===== src/rtl/encoder_32_to_5_if.sv =====
// Request/index bundle for the 32-to-5 encoder: request vector in, registered index and flags out.
// The master modport drives the request; the slave modport (the encoder) returns the index.
interface encoder_32_to_5_if #(
    parameter int IN_W  = 32,
    parameter int OUT_W = 5
);
    logic [IN_W-1:0]  in;
    logic [OUT_W-1:0] out;
    logic             valid;
    logic             multi_hot;

    modport master (
        output in,
        input  out,
        input  valid,
        input  multi_hot
    );

    modport slave (
        input  in,
        output out,
        output valid,
        output multi_hot
    );
endinterface


===== src/rtl/encoder_32_to_5.sv =====
// Registered MSB-priority 32-to-5 encoder with valid flag; multi-hot detection under ENC_MULTIHOT_DET_EN.
// Latency 1 cycle; no backpressure, the request vector is sampled on every rising clk edge.
module encoder_32_to_5 #(
    parameter int IN_W  = 32,
    parameter int OUT_W = 5
) (
    input  logic                clk,
    input  logic                rst,
    encoder_32_to_5_if.slave    s_if
);

    logic [OUT_W-1:0] w_idx;
    logic             w_any;

    logic [OUT_W-1:0] r_out;
    logic             r_valid;

    // Ascending scan so the last hit, i.e. the highest set bit, wins.
    always_comb begin
        w_idx = '0;
        for (int i = 0; i < IN_W; i++) begin
            if (s_if.in[i]) begin
                w_idx = OUT_W'(i);
            end
        end
    end

    assign w_any = |s_if.in;

    always_ff @(posedge clk or posedge rst) begin
        if (rst) begin
            r_out   <= '0;
            r_valid <= 1'b0;
        end else begin
            r_out   <= w_idx;
            r_valid <= w_any;
        end
    end

    assign s_if.out   = r_out;
    assign s_if.valid = r_valid;

`ifdef ENC_MULTIHOT_DET_EN
    logic w_multi;
    logic r_multi;

    // Clearing the lowest set bit leaves something only if two or more bits were set.
    assign w_multi = |(s_if.in & (s_if.in - IN_W'(1)));

    always_ff @(posedge clk or posedge rst) begin
        if (rst) begin
            r_multi <= 1'b0;
        end else begin
            r_multi <= w_multi;
        end
    end

    assign s_if.multi_hot = r_multi;
`else
    assign s_if.multi_hot = 1'b0;
`endif

endmodule


===== src/flat_wrapper.sv =====
// flat-port wrapper written by rule: the top's interface ports become plain ports
module encoder_32_to_5_flat 
#(
    parameter int IN_W  = 32,
    parameter int OUT_W = 5
)
  (clk, rst, s_if_in, s_if_out, s_if_valid, s_if_multi_hot);
  encoder_32_to_5_if #(.IN_W(IN_W), .OUT_W(OUT_W)) s_if_i ();
  input  logic clk;
  input  logic rst;
  input wire logic [$bits(s_if_i.in)-1:0] s_if_in;
  output wire logic [$bits(s_if_i.out)-1:0] s_if_out;
  output wire logic [$bits(s_if_i.valid)-1:0] s_if_valid;
  output wire logic [$bits(s_if_i.multi_hot)-1:0] s_if_multi_hot;
  assign s_if_i.in = s_if_in;
  assign s_if_out = s_if_i.out;
  assign s_if_valid = s_if_i.valid;
  assign s_if_multi_hot = s_if_i.multi_hot;
  encoder_32_to_5 #(.IN_W(IN_W), .OUT_W(OUT_W)) u_core (.clk(clk), .rst(rst), .s_if(s_if_i));
endmodule

===== config.mk =====
export PLATFORM = sky130hd
export DESIGN_NAME = encoder_32_to_5_flat
export DESIGN_NICKNAME = d
export VERILOG_FILES = /design/src/rtl/encoder_32_to_5_if.sv /design/src/rtl/encoder_32_to_5.sv /design/src/flat_wrapper.sv
export SDC_FILE = /design/constraint.sdc
export NUM_CORES = 1
export LEC_CHECK = 0
export CAP_MARGIN = 25
export CORE_UTILIZATION = 32
export DETAILED_ROUTE_END_ITERATION = 16
export MAX_ROUTING_LAYER = met4
export PLACE_DENSITY = 0.75
export SLEW_MARGIN = 20
export SYNTH_ARGS = -nofsm -noshare
export SYNTH_HDL_FRONTEND = slang
export SYNTH_SLANG_ARGS = --single-unit
export TNS_END_PERCENT = 20

===== constraint.sdc =====
create_clock -name clk -period 0.8 [get_ports clk]
set_input_delay 0.08 -clock clk [delete_from_list [all_inputs] [get_ports clk]]
set_output_delay 0.08 -clock clk [all_outputs]
set_load 0.02 [all_outputs]

---- Yosys cells after proc, flatten, opt, wreduce, memory -nomap -nowiden ----
Cells that the tools add are included.
cells by class
  mux-type cells .......................... 31
  reductions and logical operators ........ 1
operators by type and width
  operator             count
  two-way mux 5 bit    16
  two-way mux 4 bit    8
  OR reduction 32 bit  1
  two-way mux 3 bit    4
  two-way mux 2 bit    2
  two-way mux 1 bit    1
storage, ports and cells
  bits in registers ....................... 6
  output and inout port bits .............. 7

---- Logic depth before layout (Yosys ltp) ----
  depth after elaboration ................. 31
  depth in mapped cells ................... 4

---- Worst setup path after synthesis ----
OpenSTA, ideal clock, no wires.
  path type ............................... input to register
  start point ............................. input s_if_in[11]
  end point ............................... register u_core.r_valid, in the netlist u_core.s_if.valid
  library setup time ...................... 124 ps
  arrival ................................. 1018 ps
  setup slack ............................. -342 ps
  stages on the path ...................... 4
  buffers on the path ..................... 0
  path through ............................ or4_1 > nor2_2 > nand3_1 > or2_1
between the ends
  longest elaborated chain between the ends .. 1
ends and longest elaborated chain
  item                    RTL line               RTL
  start, declared         flat_wrapper.sv:11     input wire logic [$bits(s_if_i.in)-1:0] s_if_in;
  OR reduction 32 bit     encoder_32_to_5.sv:28  assign w_any = |s_if.in;
  named net u_core.w_any  encoder_32_to_5.sv:13  logic w_any;
  end signal, assigned    encoder_32_to_5.sv:36  r_valid <= w_any;
  end, declared           encoder_32_to_5.sv:16  logic r_valid;
The timed path passes the listed nets, and every way through them passes these cells.

---- Worst setup path after layout ----
  start point ............................. input s_if_in[12]
  end point ............................... register u_core.r_out[0], in the netlist u_core.s_if.out[0]
between the ends
  longest elaborated chain between the ends .. 20
ends and longest elaborated chain
  item                              RTL line               RTL
  two-way mux 4 bit (4 in series)   encoder_32_to_5.sv:22  if (s_if.in[i]) begin
  two-way mux 5 bit (16 in series)  encoder_32_to_5.sv:22
  named net u_core.w_idx[0]         encoder_32_to_5.sv:12  logic [OUT_W-1:0] w_idx;
  end signal, assigned              encoder_32_to_5.sv:35  r_out <= w_idx;
  end, declared                     encoder_32_to_5.sv:15  logic [OUT_W-1:0] r_out;
The timed path passes the listed nets, and every way through them passes these cells.

==> impl_summary.md <==
Outcome
The flow ran to the end, but the final reports show violations. The final reports fail on negative setup slack.

Clock tree
In this run the clock root is driven by a sky130_fd_sc_hd__clkbuf_4. The number of buffers on the longest clock path is 2. The clock tree from TritonCTS is done. The count of H-tree levels built during CTS is 1.

The clock drives 6 sinks. The CTS buffer count is 3. The clock-pin slew on the worst setup and hold paths is approximately 0.040 ns.

Timing
The setup slack after layout is -0.299 ns. Setup violations remaining at the end of the flow were counted as 11. In the finished design, the share of the clock period the worst path needs comes to 137%.

Setup total negative slack on the finished layout was measured at -1.24 ns. The routed design could run at a clock period as short as between 1 and 1.5 ns. The maximum operating frequency is 910 MHz. The number of pins with negative max-slew slack in the final report is 0. Hold is met by 0.0417 ns. Setup repair after global routing could not meet its margin everywhere. The number of endpoints with negative hold slack in the final report is 0.

Logic synthesis
The mean instance size in the synthesized netlist is roughly 7.3 µm². The area share of the leading cell type in the synthesized netlist is between 20 and 30%. The cell area that synthesis handed to floorplanning was 528 µm². Synthesis inferred 6 register bits. Ranked by total cell area, the synthesized netlist is headed by sky130_fd_sc_hd__dfrtp_1 (28%), sky130_fd_sc_hd__nor4_1 (9.5%), sky130_fd_sc_hd__nor2_1 (7.8%), sky130_fd_sc_hd__inv_1 (4.3%), sky130_fd_sc_hd__a21oi_1 (3.8%).

The number of instances in the synthesized netlist is 72. The number of different library cells used by synthesis comes to 29. The dominant cell by count in the synthesized netlist is sky130_fd_sc_hd__nor2_1.

The warning count from the yosys run is 0. The biggest area contributor in the post-synthesis netlist is sky130_fd_sc_hd__dfrtp_1. After synthesis, the most frequently instantiated cells are sky130_fd_sc_hd__nor2_1 (11), sky130_fd_sc_hd__nor4_1 (8), sky130_fd_sc_hd__dfrtp_1 (6), sky130_fd_sc_hd__inv_1 (6), sky130_fd_sc_hd__a21oi_1 (4). The dominant register cell in the synthesized netlist is sky130_fd_sc_hd__dfrtp_1.

The synthesized design contains 0 enable-type register cells. The share of the yosys chip area belonging to registers is between 20% and 30%. The post-synthesis net count is 106.

Counting flops with an async set or reset pin after synthesis yields a share of 100%.

Floorplan
The initial core utilization is between 30% and 40%. The chip height is 42.6 µm. The initialized floorplan defines 14 standard-cell rows. In this run the count of I/O pins placed on the die edge is 41. The die area is between 0.0015 and 0.002 mm². The core footprint is about 0.0015 mm². From left edge to right edge, the die measures roughly 43 µm.

Cells and area
In the final design database the tool counted 172 nets. Fill cells in the final layout number ~100. Registers take 150 µm².

The share of final-layout standard cells stronger than drive strength 1 is 50.0%. The antenna diode count is 0. The relative area change from synthesis to final layout is 135%. Summing all multi-input logic gate instances after layout gives about 520 µm².

Worst setup path
The worst path arrival time is 1.24 ns. Data on the critical path is required at its endpoint by between 0.9 and 1 ns. The type of the setup path with the least slack is in2reg. The capturing element type of the critical path is a register. The end of the critical path is u_core.s_if.out[0].

In this run the worst setup path begins at s_if_in[12]. The highest fanout seen on the critical path is 3. The startpoint class of the critical path is an input port.

Routing
The count of nets left with antenna violations once routing finished came out at 0. The detailed router placed roughly 840 vias in this run. In the routed layout, each cell is associated on average with a via count of about 5.5. The total DRC errors in the routed layout is 0. The routed length per instance is roughly 16 µm.

The first detailed-routing pass took 4 iterations. Summed over all layers, the routed wires come to around 2400 µm. The first routing iteration left 16 violations.

Power and ir drop
The internal power of the cells totals between 0.0007 and 0.0008 W. Summed over all cells, the static leakage comes to ~0.50 nW. The part of the power in the clock network is approximately a quarter.

The switching part of the total is a little under a third. In this run the power density over the cells is just over 800 mW/mm². The worst-case vdd ir drop is between 0.3 and 0.4 mV.

The register share of total power is between 30% and 40%. The net switching power of the design is between 0.0003 and 0.0004 W. The total power consumption of the routed design is a little over 0.001 W. Combinational logic is responsible for a little over two fifths of the overall power.

Placed design
The HPWL after detailed placement is between 1500 and 2000 µm. The count of input and output buffers is 39. The congestion estimate from routability-driven global placement came to just over 0.8.

Global routing
For this run, global-route usage on met1 was measured as a little under a third. Entering global routing, the biggest net connects 7 pins. The via count of the first global-routing pass is 840. After global routing the overflow that remains totals 0. Global routing consumed, on the met3 layer, 4.74% of the routing resources. The number of antenna violations at the first check in global routing was 0. The global-route layer with the greatest usage is met2. Global routing used a little over a quarter of the available tracks. In the global route stage, met2 resource usage came out at 45.8%. The first global-routing pass estimated about 3600 µm of wire.

Worst hold path
The worst hold path class is in2async.

Job
The number of max-cap violations is 0.
[worst max-delay path: stages]
cell	delay, ns
sky130_fd_sc_hd__buf_6	0.10
sky130_fd_sc_hd__or3_1	0.38
sky130_fd_sc_hd__a221o_1	0.27
sky130_fd_sc_hd__a31o_1	0.19
sky130_fd_sc_hd__a211oi_2	0.22
[power by group through the flow]
stage	Sequential, W	Combinational, W	Clock, W
finish	0.000315	0.000432	0.000270
CTS	0.000315	0.000400	0.000277
floorplan	0.000331	0.0000895	0
global placement	0.000320	0.000388	0
detailed placement	0.000320	0.000395	0
global route	0.000316	0.000462	0.000281
[cell type report]
| cell class | count | area share (%) |
|---|---|---|
| clock buffers | 3 | 1.81 |
| inverters | 6 | 1.81 |
| repair buffers | 62 | 41.0 |
| multi-input cells | 59 | 41.6 |
| flip-flops and latches | 6 | 12.1 |
| well taps | 16 | 1.61 |
[worst min path at each step]
stage | cells after the start | slack (ns) | start | end
floorplan | 1 | -0.13 | rst | u_core.s_if.out[0]
global placement | 2 | 0.30 | rst | u_core.s_if.out[1]
detailed placement | 2 | 0.30 | rst | u_core.s_if.out[1]
CTS | 2 | 0.04 | rst | u_core.s_if.out[3]
global route | 2 | 0.08 | rst | u_core.s_if.out[3]
finish | 2 | 0.04 | rst | u_core.s_if.out[3]
[placed cells by master (no fill, tap or decap), types with 3 or more instances in the layout]
| master | count |
|---|---|
| sky130_fd_sc_hd__buf_6 | 9 |
| sky130_fd_sc_hd__nor4_4 | 3 |
| sky130_fd_sc_hd__nand2_1 | 3 |
| sky130_fd_sc_hd__nor4_2 | 5 |
| sky130_fd_sc_hd__dfrtp_1 | 6 |
| sky130_fd_sc_hd__a21oi_1 | 3 |
| sky130_fd_sc_hd__buf_4 | 19 |
| sky130_fd_sc_hd__clkdlybuf4s50_1 | 3 |
| sky130_fd_sc_hd__dlygate4sd2_1 | 13 |
| sky130_fd_sc_hd__buf_2 | 10 |
| sky130_fd_sc_hd__inv_1 | 6 |
| sky130_fd_sc_hd__clkdlybuf4s15_1 | 5 |
| sky130_fd_sc_hd__clkbuf_4 | 3 |
| sky130_fd_sc_hd__nor2_1 | 9 |
[sequential cells by signal (all words and copies together), names as in the netlist]
signal and flops:
u_core.s_if.out 5, u_core.s_if.valid 1
[through the flow]
step	setup slack, ns	instance area (µm²)	std cells	utilization (%)
floorplan	-0.309	536	72	-
global placement	-0.810	1080	145	70.9
detailed placement	-0.845	1080	145	70.9
CTS	-0.265	1180	149	77.4
global route	-0.318	1240	152	81.4
finish	-0.299	1240	152	81.4
[cells by family after synthesis]
logic type             after synthesis  share of synthesized area, %
AND/OR/NAND/NOR                     37                          37.0
buffers and inverters                7                          5.69
other                                1                         0.710
flip-flops                           6                          28.4
AO/OA/AOI/OAI                       21                          28.2
[what timing repair did]
item | 4_1_cts | 5_1_grt
hold buffers | 0 | 0
pin swaps | 25 | 14
resized for setup | 112 | 18
endpoints found under the setup margin | 12 | 12
setup buffers | 1 | 3
hold endpoints to repair | 0 | 0
[routing by layer]
metal / vias to the layer above / share of wire (%)
met4: 0 / 2.0
met1: 399 / 40
li1: 399 / -
met5: - / 0
met2: 34 / 54
met3: 6 / 4.0
Note: power is estimated with default switching activity, not from simulation.
